`config.mk`:
```
export PLATFORM = sky130hd
export DESIGN_NAME = cycle_terminator
export DESIGN_NICKNAME = d
export VERILOG_FILES = /design/src/rtl/cycle_terminator_pkg.sv /design/src/rtl/cycle_terminator.sv
export SDC_FILE = /design/constraint.sdc
export NUM_CORES = 1
export LEC_CHECK = 0
export ABC_AREA = 1
export BUFFER_PORTS_ARGS = -buffer_cell sky130_fd_sc_hd__buf_2
export CORE_MARGIN = 8
export CORE_UTILIZATION = 35
export CTS_CLUSTER_DIAMETER = 60
export CTS_CLUSTER_SIZE = 8
export DETAILED_ROUTE_END_ITERATION = 7
export GPL_TIMING_DRIVEN = 1
export HOLD_SLACK_MARGIN = 0.15
export PLACE_DENSITY = 0.54
export SETUP_SLACK_MARGIN = 0.4
export SYNTH_ARGS = -nofsm -noshare
export SYNTH_HDL_FRONTEND = slang
export SYNTH_SLANG_ARGS = --single-unit
export TNS_END_PERCENT = 30
```
`constraint.sdc`:
```
create_clock -name clk -period 2.5 [get_ports clk]
set_input_delay 0.125 -clock clk [delete_from_list [all_inputs] [get_ports clk]]
set_output_delay 0.125 -clock clk [all_outputs]
set_load 0.01 [all_outputs]
```
`src/rtl/cycle_terminator_pkg.sv`:
```
// Shared definitions for the cycle terminator and the timing state machine:
// address-mode codes, mode/timing constants, terminator states and length helpers.
package cycle_terminator_pkg;

    localparam logic [3:0] IMPLIED = 4'd0;
    localparam logic [3:0] ACCUM   = 4'd1;
    localparam logic [3:0] IMMED   = 4'd2;
    localparam logic [3:0] ZP      = 4'd3;
    localparam logic [3:0] ZPX     = 4'd4;
    localparam logic [3:0] ZPY     = 4'd5;
    localparam logic [3:0] ABS     = 4'd6;
    localparam logic [3:0] ABSX    = 4'd7;
    localparam logic [3:0] ABSY    = 4'd8;
    localparam logic [3:0] IND     = 4'd9;
    localparam logic [3:0] INDX    = 4'd10;
    localparam logic [3:0] INDY    = 4'd11;

    localparam logic ADDRESS     = 1'b0;
    localparam logic INSTRUCTION = 1'b1;

    localparam logic [2:0] T0 = 3'd0;
    localparam logic [2:0] T1 = 3'd1;
    localparam logic [2:0] T2 = 3'd2;
    localparam logic [2:0] T3 = 3'd3;
    localparam logic [2:0] T4 = 3'd4;
    localparam logic [2:0] T5 = 3'd5;
    localparam logic [2:0] T6 = 3'd6;

    typedef enum logic [1:0] {
        ST_RESET_SEQ,
        ST_ADDRESS,
        ST_EXECUTE,
        ST_PENALTY
    } term_state_t;

    // Unassigned codes (12..15) get no addressing phase, same as IMPLIED.
    function automatic logic [2:0] addr_len(input logic [3:0] code);
        case (code)
            IMMED, ZP:                    return 3'd1;
            ZPX, ZPY, ABS, ABSX, ABSY:    return 3'd2;
            IND, INDX:                    return 3'd4;
            INDY:                         return 3'd3;
            default:                      return 3'd0;
        endcase
    endfunction

    function automatic logic is_indexed(input logic [3:0] code);
        return (code == ABSX) || (code == ABSY) || (code == INDY);
    endfunction

    function automatic logic penalty_detect(input logic [3:0] code,
                                            input logic       page_cross,
                                            input logic       write_op);
        return is_indexed(code) && (page_cross || write_op);
    endfunction

    // Counter start value for an execute phase; a length of 0 runs as 1.
    function automatic logic [3:0] exec_start(input logic [2:0] len);
        return (len == 3'd0) ? 4'd0 : ({1'b0, len} - 4'd1);
    endfunction

endpackage

```
`src/rtl/cycle_terminator.sv`:
```
// Phase-termination strobe generator for the 6502 timing state machine.
// Optional phase/mode consistency checking is compiled in with CYCLE_CHECK_EN.
module cycle_terminator
    import cycle_terminator_pkg::*;
#(
    parameter int RESET_CYCLES = 7
) (
    input  logic       clk,
    input  logic       rst,
    input  logic [3:0] decodedAddress,
    input  logic [2:0] execCycles,
    input  logic       writeOp,
    input  logic       pageCross,
    input  logic       mode,
    output logic       getInstruction,
    output logic       endAddressing,
    output logic       noAddressing,
    output logic       syncError
);

    term_state_t state, state_next;
    logic [3:0]  cnt, cnt_next;
    logic [3:0]  addr_code;
    logic [2:0]  exec_len;
    logic        wr_lat;

    logic        last;
    logic        penalty;
    logic [2:0]  capture_len;

    assign last        = (cnt == 4'd0);
    assign penalty     = penalty_detect(addr_code, pageCross, wr_lat);
    assign capture_len = addr_len(decodedAddress);

    always_ff @(posedge clk or posedge rst) begin
        if (rst) begin
            state     <= ST_RESET_SEQ;
            cnt       <= 4'(RESET_CYCLES - 1);
            addr_code <= 4'd0;
            exec_len  <= 3'd0;
            wr_lat    <= 1'b0;
        end else begin
            state <= state_next;
            cnt   <= cnt_next;
            if (getInstruction) begin
                addr_code <= decodedAddress;
                exec_len  <= execCycles;
                wr_lat    <= writeOp;
            end
        end
    end

    always_comb begin
        state_next = state;
        cnt_next   = cnt - 4'd1;
        case (state)
            ST_ADDRESS: begin
                if (last) begin
                    if (penalty) begin
                        state_next = ST_PENALTY;
                    end else begin
                        state_next = ST_EXECUTE;
                        cnt_next   = exec_start(exec_len);
                    end
                end
            end
            ST_PENALTY: begin
                state_next = ST_EXECUTE;
                cnt_next   = exec_start(exec_len);
            end
            default: ;
        endcase
        // The opcode-fetch cycle overrides everything: it starts the next instruction.
        if (getInstruction) begin
            if (capture_len == 3'd0) begin
                state_next = ST_EXECUTE;
                cnt_next   = exec_start(execCycles);
            end else begin
                state_next = ST_ADDRESS;
                cnt_next   = {1'b0, capture_len} - 4'd1;
            end
        end
    end

    always_comb begin
        getInstruction = 1'b0;
        endAddressing  = 1'b0;
        case (state)
            ST_RESET_SEQ, ST_EXECUTE: getInstruction = last;
            ST_ADDRESS:               endAddressing  = last && !penalty;
            ST_PENALTY:               endAddressing  = 1'b1;
            default: ;
        endcase
        noAddressing = getInstruction && (capture_len == 3'd0);
    end

`ifdef CYCLE_CHECK_EN
    logic sync_err;
    logic phase_mismatch;

    // The start-up sequence is never checked, so the first fetch is the start point.
    always_comb begin
        phase_mismatch = 1'b0;
        case (state)
            ST_ADDRESS, ST_PENALTY: phase_mismatch = (mode != ADDRESS);
            ST_EXECUTE:             phase_mismatch = (mode != INSTRUCTION);
            default: ;
        endcase
    end

    always_ff @(posedge clk or posedge rst) begin
        if (rst) begin
            sync_err <= 1'b0;
        end else if (phase_mismatch) begin
            sync_err <= 1'b1;
        end
    end

    assign syncError = sync_err;
`else
    logic unused_mode;
    assign unused_mode = mode;
    assign syncError   = 1'b0;
`endif

endmodule

```
==> results of run 1 <==
-- timing repair --
action | in CTS | in global routing
endpoints found under the setup margin | 0 | 3
hold buffers | 8 | 0
gates resized for setup | 0 | 4
endpoints found under the hold margin | 19 | 0
buffers inserted | 0 | 1
-- worst max-delay path: cells and delay by family --
kind | cells | cell delay [ns]
fa+ha+maj | 3 | 0.58
simple gates | 2 | 0.16
compound gates | 1 | 0.12
buf+inv | 4 | 0.89
-- kinds of logic (layout without fill, tap and decap cells) --
| kind of cell | after synthesis | in the layout | share of synthesized area |
|---|---|---|---|
| AO/OA/AOI/OAI | 14 | 14 | 0.0749 |
| XOR/XNOR | 2 | 2 | 0.0181 |
| adder cells (fa/ha/maj) | 8 | 8 | 0.103 |
| buffers and inverters | 25 | 48 | 0.110 |
| flip-flops | 14 | 14 | 0.364 |
| other | 1 | 1 | 0.00387 |
| AND/OR/NAND/NOR | 71 | 71 | 0.326 |
-- area by class of cell --
type	instances	share of cell area
multi-input cells	96	0.445
flip-flops and latches	14	0.295
repair buffers	22	0.128
inverters	22	0.0691
well taps	31	0.0325
clock buffers	4	0.0304
-- worst min-delay path by stage --
| stage | to | slack [ns] | cells past startpoint |
|---|---|---|---|
| 4_1_cts | exec_len[2]$_DFFE_PP0P_ | 0.16 | 3 |
| 6_report | exec_len[2]$_DFFE_PP0P_ | 0.17 | 3 |
| 3_5_place_dp | addr_code[3]$_DFFE_PP0P_ | 0.21 | 2 |
| 2_1_floorplan | addr_code[0]$_DFFE_PP0P_ | 0.01 | 1 |
| 5_1_grt | exec_len[2]$_DFFE_PP0P_ | 0.17 | 3 |
| 3_3_place_gp | wr_lat$_DFFE_PP0P_ | 0.20 | 2 |
-- sequential cells by signal, summed over array words and instances, names as in the netlist --
name / cells
wr_lat: 1
state: 2
exec_len: 3
cnt: 4
addr_code: 4
-- routing by layer --
layer,part of all wire,global-route usage,up-vias
met1,0.48,0.118,381
met5,0,0,-
met4,0.018,0.0691,0
met3,0.016,0.0145,2
li1,-,-,463
met2,0.49,0.152,10
-- per-stage QoR --
step	hold WS, ns	util	cells
final	0.166	0.445	189
after CTS	0.156	0.434	188
after global placement	0.196	0.390	176
after floorplan	0.0128	-	135
after detailed placement	0.206	0.390	176
after global routing	0.168	0.445	189
-- placed cells by master (no fill, tap or decap), drive strengths merged --
master | netlist | routed
xnor2 | 1 | 1
buf | 3 | 14
nand2 | 34 | 34
nand3 | 11 | 11
xor2 | 1 | 1
nor3 | 2 | 2
dlygate4sd3 | 0 | 8
a22oi | 1 | 1
clkbuf | 0 | 4
o21ai | 7 | 7
or2 | 1 | 1
inv | 22 | 22
dfstp | 2 | 2
nand4 | 1 | 1
dfrtp | 12 | 12
ha | 8 | 8
conb | 1 | 1
nor2 | 22 | 22
a21oi | 6 | 6
-- power by group through the flow --
stage	Clock (uW)	Combinational, uW	Sequential [uW]
6_report	164	572	439
5_1_grt	178	678	455
4_1_cts	171	572	440
3_3_place_gp	0	548	439
2_1_floorplan	0	464	427
3_5_place_dp	0	557	445
==> qor.txt, run 1 <==
Status - finished, final reports clean
Clk Latency, worst-skew pair - 0.28 ns
Combinational Power Share - 0.487
Sw Pwr - 496 uW
Synthesized netlist cell count - 135
First-pass GRT wire length - 3480 microns
Crit end category - output port
Most frequent cell after synthesis - nand2_1
Yosys reg bits - 14
CTS Buf Count - 3
CTS tree - done
Die Width - 68.6 microns
Chip height - 68.6 microns
Core Area - 2690 sq um
Crit path capture - noAddressing
Syn nets - 155
Vias per std cell - 4.53
Flop2flop setup slack - 0.84 ns
Initial DRC count - 7
DRT antenna net count - 0
WP data arrival - 1.88 ns
Reg2Reg Depth - 8
Final min period - 2.00 ns
# fillers - 286
# rows - 19
Critical path launch point - decodedAddress[0]
Port Buffers - 13
Initial Util - 0.361
Slew Viols, Final - 0
HPWL after DPL - 1530 microns
Asr flop ratio synth - 1.00
Synth top area cells - dfrtp_1 31%, nand2_1 13%, ha_1 10%, inv_1 8.1%, nor2_1 7.0%
Synth Cell Area - 968 sq um
Area Overhead vs Synth - 23.4%
Fin crit share - 0.801
Max-slew headroom - 0.632
CTS sink count - 14
Max clock buf depth - 2
Hold crit path type - input port to register
Area of the multi-input gates - 532 sq um
MaxCap Viol Count - 0
Critical Path RT - 2.38 ns
Sequential power share - 0.373
Worst hold start - execCycles[2]
CP max stage delay - 0.54 ns
GRT Util Overall - 0.0969
Worst-path clk slew - 0.08 ns
Post-route cell area - 1190 sq um
Syn_area_per_cell - 7.17 sq um
Seq/Total Area, Yosys - 0.364
Worst-path cell chain - dlygate4sd3_1, buf_2, ha_4, nor2_1, a21oi_1, ha_1, ha_1, inv_2, nor2_4, buf_2
Pin count of the biggest net entering global routing - 15
VDD IR-drop max - 0.415 mV
Post-synth EDFFs - 0
Post-synth top flop - dfrtp_1
Yosys top cell by area - dfrtp_1
Critical Path Source Type - input port
Sw frac - 0.422
Placed instance area - 1050 sq um
Drt pass-1 iters - 4
Detailed Route WL - 2010 microns
Die footprint - 4710 sq um
DRC violations left - 0
Internal - 679 uW
Largest fanout on the critical path - 4
Io pins - 16
Reg2reg end - cnt[0]$_DFF_PP0_
Clk Tree Root Cell - clkbuf_4
Wire per inst - 10.6 microns
Vias in the first global route - 831
CP Class - input port to output port
Reg-to-reg startpoint - cnt[1]$_DFF_PP1_
Setup TNS - 0 ns
GP Congestion - 0.720
Nets - 179
Pre-CTS setup slack - 0.790 ns
Final Power - 1170 uW
Netlist cell types - 24
Lkg Pwr - 0.000632 uW
Clock network power share - 0.140
Slowest cell on crit path - dlygate4sd3_1
RSZ-0062 raised after global routing - false
Ant diodes - 0
Post-route setup slack - 0.498 ns
Synth warn - 0
Top cells by count, synth - 33 x nand2_1, 21 x inv_1, 18 x nor2_1
Initial antenna violation count - 0
H-tree level count - 1
GRT Residual Overflow - 0
Clock Skews - 0.00751 ns
Fraction of layout cells with a size suffix above 1 - 0.190
Final Setup Violations - 0
Power Dens Cells - 983 nW/um^2
Final hold vios - 0
Share of the synthesized area in the top cell type - 0.310
Maximum clock rate - 500 MHz
Worst-Margin Slew - 0.551 ns
Vias post-DR - 856
Register area - 353 sq um
(Power assumes the default switching activity.)
==> inputs of run 2 (changes only) <==
Settings changed: ABC_AREA 1 to 0.
Clock period 2.5 ns to 1.9 ns, I/O delays scaled along.
==> run 2 against run 1 <==
Via count up 14%. Cell area up 23%. Global-route usage up 0.34 points. Area after synthesis up 8.1%. Worst hold slack better by 0.14 ns. First-iteration DRC count rose to 4.0 times the previous value. Core utilization up 5.4 points. Combinational power up 130%. Critical path depth down 3. Critical endpoint is now cnt[1]$_DFF_PP1_.
==> qor.txt, run 2 <==
DRT antenna net count - 0 (unchanged)
Die footprint - 5000 sq um (was 4710 sq um)
Fraction of layout cells with a size suffix above 1 - 0.331 (was 0.190)
Share of the synthesized area in the top cell type - 0.287 (was 0.310)
Top cells by count, synth - 27 x nand2_1, 12 x dfrtp_1, 11 x nor2_1 (was 33 x nand2_1, 21 x inv_1, 18 x nor2_1)
Drt pass-1 iters - 4 (unchanged)
# rows - 20 (was 19)
CP max stage delay - 0.54 ns (about the same)
VDD IR-drop max - 0.434 mV (was 0.415 mV)
# fillers - 306 (was 286)
Synth Area in Compound Gates - 0.168 (was 0.0749)
Crit. path cell count - 7 (was 10)
Largest fanout on the critical path - 5 (was 4)
Clock Skews - 0.00494 ns (was 0.00751 ns)
Post-synth top flop - dfrtp_1 (unchanged)
Final hold vios - 0 (unchanged)
Die Width - 70.7 microns (was 68.6 microns)
Worst-Margin Slew - 0.544 ns (was 0.551 ns)
GRT Util Overall - 0.100 (was 0.0969)
Simple-gate share of the synthesized area - 0.277 (was 0.326)
Max clock buf depth - 2 (unchanged)
Asr flop ratio synth - 1.00 (unchanged)
Post-synth EDFFs - 0 (unchanged)
WP data arrival - 1.97 ns (was 1.88 ns)
Lkg Pwr - 0.000705 uW (was 0.000632 uW)
Setup TNS - 0 ns (unchanged)
Vias post-DR - 976 (was 856)
Most frequent cell after synthesis - nand2_1 (unchanged)
Crit end category - register (was output port)
H-tree level count - 1 (unchanged)
RSZ-0062 raised after global routing - true (was false)
Status - finished, final reports clean (unchanged)
Synth Cell Area - 1050 sq um (was 968 sq um)
Netlist cell types - 39 (was 24)
WHS Path Cells - 4 (was 3)
Syn nets - 146 (was 155)
Worst-path cell chain - inv_2, ha_4, nor3b_4, buf_6, o211ai_1, mux2i_1, or4_1 (was dlygate4sd3_1, buf_2, ha_4, nor2_1, a21oi_1, ha_1, ha_1, inv_2, nor2_4, buf_2)
GRT Residual Overflow - 0 (unchanged)
Synth top area cells - dfrtp_1 29%, nand2_1 9.7%, ha_1 9.6%, dfstp_2 5.0%, nor2_1 3.9% (was dfrtp_1 31%, nand2_1 13%, ha_1 10%, inv_1 8.1%, nor2_1 7.0%)
Initial DRC count - 28 (was 7)
Io pins - 16 (unchanged)
CP Buf/Inv Count - 2 (was 4)
Final min period - 1.76 ns
CP Class - register to register (was input port to output port)
DRC violations left - 0 (unchanged)
Port Buffers - 13 (unchanged)
HPWL after DPL - 1810 microns (was 1530 microns)
Synth Area in XOR/XNOR - 0.0251 (was 0.0181)
Critical Path RT - 2.10 ns (was 2.38 ns)
Max-slew headroom - 0.637 (was 0.632)
Main combinational cell family by area after synthesis - simple AND/OR/NAND/NOR gates (unchanged)
Placed instance area - 1180 sq um (was 1050 sq um)
Seq/Total Area, Yosys - 0.337 (was 0.364)
Register area - 353 sq um (unchanged)
CTS tree - done (unchanged)
Chip height - 70.7 microns (was 68.6 microns)
Reg2Reg Depth - 7 (was 8)
GP Congestion - 0.803 (was 0.720)
Fin crit share - 0.929
CTS sink count - 14 (unchanged)
Detailed Route WL - 2520 microns (was 2010 microns)
Vias per std cell - 4.98 (was 4.53)
Slowest cell on crit path - dfstp_2 (was dlygate4sd3_1)
Hold crit path type - input port to register (unchanged)
Core Area - 2950 sq um (was 2690 sq um)
Yosys reg bits - 14 (unchanged)
First-pass GRT wire length - 4130 microns (was 3480 microns)
CTS Buf Count - 3 (unchanged)
Critical Path Source Type - register (was input port)
Maximum clock rate - 567 MHz
Vias in the first global route - 924 (was 831)
Wire per inst - 12.8 microns (was 10.6 microns)
Initial Util - 0.355 (was 0.361)
Clk Tree Root Cell - clkbuf_4 (unchanged)
Ant diodes - 0 (unchanged)
Slew Viols, Final - 0 (unchanged)
Clk Latency, worst-skew pair - 0.28 ns (about the same)
Post-synthesis mux area share - 0.0382 (was 0)
Most frequent cells in the layout - 26 x nand2_1, 14 x buf_4, 12 x dfrtp_1 (was 33 x nand2_1, 20 x inv_1, 18 x nor2_1)
Yosys top cell by area - dfrtp_1 (unchanged)
Area of the multi-input gates - 713 sq um (was 532 sq um)
Worst-path clk slew - 0.09 ns (was 0.08 ns)
Initial antenna violation count - 0 (unchanged)
Power Dens Cells - 1470 nW/um^2 (was 983 nW/um^2)
Synth warn - 0 (unchanged)
CP delay by family, top - simple AND/OR/NAND/NOR gates (was buffers and inverters)
Synth Area in Adders - 0.0956 (was 0.103)
MaxCap Viol Count - 0 (unchanged)
Syn_area_per_cell - 8.31 sq um (was 7.17 sq um)
Nets - 184 (was 179)
Area Overhead vs Synth - 40.6% (was 23.4%)
Most common cell after layout, fill and taps aside - nand2_1 (unchanged)
Final Setup Violations - 0 (unchanged)
Synthesized netlist cell count - 126 (was 135)
Pin count of the biggest net entering global routing - 15 (unchanged)
Top flop regs - addr_code: 4 flops, cnt: 4 flops, exec_len: 3 flops (unchanged)
Post-route cell area - 1470 sq um (was 1190 sq um)
-- run 2: cell types whose count changed in the layout (fill, tap and decap cells not counted), sizes merged, moves of 7 or more --
| cell | before | now |
|---|---|---|
| buf | 14 | 29 |
| inv | 22 | 9 |
| nor2 | 22 | 11 |
| nand3 | 11 | 1 |
| nand2 | 34 | 27 |
-- run 2: layer usage --
metal | GRT usage | routed length (microns) | up-vias
met5 | 0 | 0 | -
met4 | 0.0416 | 34 | 0
met3 | 0.0169 | 63 | 4
met2 | 0.172 | 1260 | 13
met1 | 0.120 | 1160 | 455
li1 | - | - | 504
-- run 2: kinds of logic (layout without fill, tap and decap cells) --
group | count (synthesis) | after routing
AND/OR/NAND/NOR | 60 | 60
adder cells (fa/ha/maj) | 8 | 8
AO/OA/AOI/OAI | 22 | 22
other | 1 | 1
XOR/XNOR | 3 | 3
buffers and inverters | 14 | 51
flip-flops | 14 | 14
multiplexers | 4 | 4
-- run 2: worst register-to-register path: stages (launching register included) --
cell,delay [ns]
dfstp_2,0.54
inv_2,0.04
ha_4,0.15
nor3b_4,0.15
buf_6,0.13
o211ai_1,0.08
mux2i_1,0.09
or4_1,0.50
-- run 2: repair_timing --
action | 4_1_cts | 5_1_grt
hold endpoints to repair | 20 | 0
pin swaps | 2 | 3
setup endpoints to repair | 17 | 15
buffers inserted | 5 | 8
hold buffers | 9 | 0
gates resized for setup | 10 | 5
gates cloned | 0 | 0
-- run 2: cell type report --
class	count	share of cell area
inverters	9	0.0229
repair buffers	38	0.201
clock buffers	4	0.0246
flip-flops and latches	14	0.240
multi-input cells	98	0.484
well taps	33	0.0280
-- run 2: power by group --
part           switching [uW]  internal, uW  leakage [uW]
clock network             103           117     0.0000210
registers                 182           469      0.000168
logic                     607           693      0.000515
total                     892          1280      0.000705
-- run 2: worst paths after layout --
check | to | slack (ns) | start
max | cnt[1]$_DFF_PP1_ | 0.14 | cnt[1]$_DFF_PP1_
min | cnt[0]$_DFF_PP0_ | 0.30 | execCycles[0]
max reg2reg | cnt[1]$_DFF_PP1_ | 0.14 | cnt[1]$_DFF_PP1_
min reg2reg | wr_lat$_DFFE_PP0P_ | 0.48 | wr_lat$_DFFE_PP0P_
max in group asynchronous | cnt[1]$_DFF_PP1_ | 1.14 | rst
min in group asynchronous | cnt[3]$_DFF_PP0_ | 0.39 | rst
-- run 2: metrics by stage --
step / power [uW] / util / hold slack (ns) / cells / setup WS [ns]
final: 2170 / 0.499 / 0.302 / 196 / 0.136
after CTS: 2010 / 0.469 / 0.306 / 188 / 0.126
after global placement: 1580 / 0.399 / 0.163 / 170 / 0.0601
after global routing: 2340 / 0.499 / 0.313 / 196 / 0.0909
after floorplan: 1360 / - / -0.0172 / 126 / 0.283
after detailed placement: 1600 / 0.399 / 0.172 / 170 / 0.0507
==> inputs of run 3 (changes only) <==
Clock period 1.9 ns to 2.2 ns, I/O delays scaled along.
==> run 3 against run 2 <==
Critical path type unchanged. Core utilization down 4.7 points. Critical path depth unchanged. Register-to-register slack better by 0.26 ns. Routed wire length is 2.9% lower. First-iteration DRC count increased by 110%. Power shrank 23%. Flip-flop and latch count is the same. Sequential power shrank 16%.
==> qor.txt, run 3 (synthesis gave the netlist of run 2 again) <==
Status - finished, final reports clean (unchanged)
Hold Path Sink - cnt[0]$_DFF_PP0_ (unchanged)
Area of the multi-input gates - 669 sq um (was 713 sq um)
Nets - 173 (was 184)
Final min period - 1.80 ns (was 1.76 ns)
Vias in the first global route - 931 (was 924)
VDD IR-drop max - 0.307 mV (was 0.434 mV)
Most frequent cells in the layout - 26 x nand2_1, 13 x buf_2, 12 x dfrtp_1 (was 26 x nand2_1, 14 x buf_4, 12 x dfrtp_1)
Maximum clock rate - 554 MHz (was 567 MHz)
Placed instance area - 1150 sq um (was 1180 sq um)
Clock Skews - 0.00321 ns (was 0.00494 ns)
Critical Path Source Type - register (unchanged)
Worst-path clk slew - 0.09 ns (about the same)
Pin count of the biggest net entering global routing - 15 (unchanged)
Worst hold margin - 0.358 ns (was 0.302 ns)
GP Congestion - 0.787 (was 0.803)
GRT Residual Overflow - 0 (unchanged)
DRT antenna net count - 0 (unchanged)
Max clock buf depth - 2 (unchanged)
HPWL after DPL - 1850 microns (was 1810 microns)
Wire per inst - 13.2 microns (was 12.8 microns)
Lkg Pwr - 0.000640 uW (was 0.000705 uW)
CTS sink count - 14 (unchanged)
Register area - 353 sq um (unchanged)
CTS Buf Count - 3 (unchanged)
Hold crit path type - input port to register (unchanged)
Fin crit share - 0.820 (was 0.929)
WHS Path Cells - 4 (unchanged)
Crit end category - register (unchanged)
Die Width - 70.7 microns (unchanged)
Final Setup Violations - 0 (unchanged)
Top flop regs - addr_code: 4 flops, cnt: 4 flops, exec_len: 3 flops (unchanged)
Post-route cell area - 1330 sq um (was 1470 sq um)
Initial Util - 0.355 (unchanged)
Critical Path RT - 2.40 ns (was 2.10 ns)
Final hold vios - 0 (unchanged)
Fraction of layout cells with a size suffix above 1 - 0.237 (was 0.331)
Reg-to-reg startpoint - cnt[1]$_DFF_PP1_ (unchanged)
CTS tree - done (unchanged)
Worst hold start - decodedAddress[2] (was execCycles[0])
Die footprint - 5000 sq um (unchanged)
Initial antenna violation count - 0 (unchanged)
Io pins - 16 (unchanged)
GRT Util Overall - 0.102 (was 0.100)
DRC violations left - 0 (unchanged)
Setup TNS - 0 ns (unchanged)
Worst-Margin Slew - 0.528 ns (was 0.544 ns)
Initial DRC count - 59 (was 28)
Flop2flop setup slack - 0.40 ns (was 0.14 ns)
Power Dens Cells - 1250 nW/um^2 (was 1470 nW/um^2)
WP data arrival - 2.01 ns (was 1.97 ns)
Most common cell after layout, fill and taps aside - nand2_1 (unchanged)
Clk Tree Root Cell - clkbuf_4 (unchanged)
Reg2reg end - cnt[1]$_DFF_PP1_ (unchanged)
# fillers - 325 (was 306)
Clk Latency, worst-skew pair - 0.28 ns (about the same)
Ant diodes - 0 (unchanged)
Vias post-DR - 960 (was 976)
Detailed Route WL - 2450 microns (was 2520 microns)
Area Overhead vs Synth - 27.2% (was 40.6%)
CP Class - register to register (unchanged)
Vias per std cell - 5.19 (was 4.98)
Drt pass-1 iters - 4 (unchanged)
H-tree level count - 1 (unchanged)
Largest fanout on the critical path - 6 (was 5)
Chip height - 70.7 microns (unchanged)
Max-slew headroom - 0.648 (was 0.637)
# rows - 20 (unchanged)
MaxCap Viol Count - 0 (unchanged)
RSZ-0062 raised after global routing - true (unchanged)
First-pass GRT wire length - 4210 microns (was 4130 microns)
Port Buffers - 13 (unchanged)
Reg2Reg Depth - 7 (unchanged)
Core Area - 2950 sq um (unchanged)
Slew Viols, Final - 0 (unchanged)
-- run 3: changes by cell type in the layout (fill, tap and decap cells not counted), moves of 2 or more --
cell   previous run  this run
buf_6             4         1
inv_2             3         1
buf_4            14         4
buf_2            11        13
ha_1              5         7
-- run 3: per-layer routing --
metal | global-route usage | share of wire
met3 | 0.0127 | 0.049
met5 | 0 | 0
met2 | 0.163 | 0.49
met1 | 0.131 | 0.45
met4 | 0.0531 | 0.013
-- run 3: final cells by class --
class	instances	share of cell area
Inverter	9	0.0272
Tap cell	33	0.0310
Sequential cell	14	0.265
Timing Repair Buffer	27	0.147
Clock buffer	4	0.0272
Multi-Input combinational cell	98	0.502
-- run 3: repair_timing --
action | 4_1_cts | 5_1_grt
setup endpoints to repair | 4 | 5
setup buffers | 1 | 1
hold endpoints to repair | 20 | 0
hold buffers | 9 | 0
gates resized for setup | 6 | 4
pin swaps | 1 | 2
-- run 3: stage by stage --
stage,utilization,std cells,setup WS [ns],total power (uW)
2_1_floorplan,-,126,0.438,1140
3_3_place_gp,0.390,170,0.287,1320
3_5_place_dp,0.390,170,0.259,1350
4_1_cts,0.443,184,0.378,1620
5_1_grt,0.451,185,0.341,1810
6_report,0.451,185,0.396,1660
-- run 3: worst max-delay path by stage --
stage	start	end	cells after the start
final	cnt[1]$_DFF_PP1_	cnt[1]$_DFF_PP1_	7
after global routing	cnt[1]$_DFF_PP1_	cnt[1]$_DFF_PP1_	7
after CTS	cnt[1]$_DFF_PP1_	cnt[1]$_DFF_PP1_	7
after detailed placement	decodedAddress[1]	cnt[1]$_DFF_PP1_	9
after global placement	decodedAddress[1]	cnt[1]$_DFF_PP1_	9
after floorplan	decodedAddress[3]	cnt[1]$_DFF_PP1_	8
-- run 3: power by group --
| group | internal [uW] | switching [uW] | leakage (uW) |
|---|---|---|---|
| Combinational | 432 | 490 | 0.000451 |
| Sequential | 405 | 145 | 0.000168 |
| Clock | 101 | 88.8 | 0.0000210 |
-- run 3: worst max-delay path, cell delays in order (launching register included) --
cell and delay (ns):
dfstp_2 0.55, inv_2 0.04, ha_4 0.15, nor3b_4 0.16, buf_6 0.14, o211ai_1 0.07
mux2i_1 0.09, or4_1 0.52
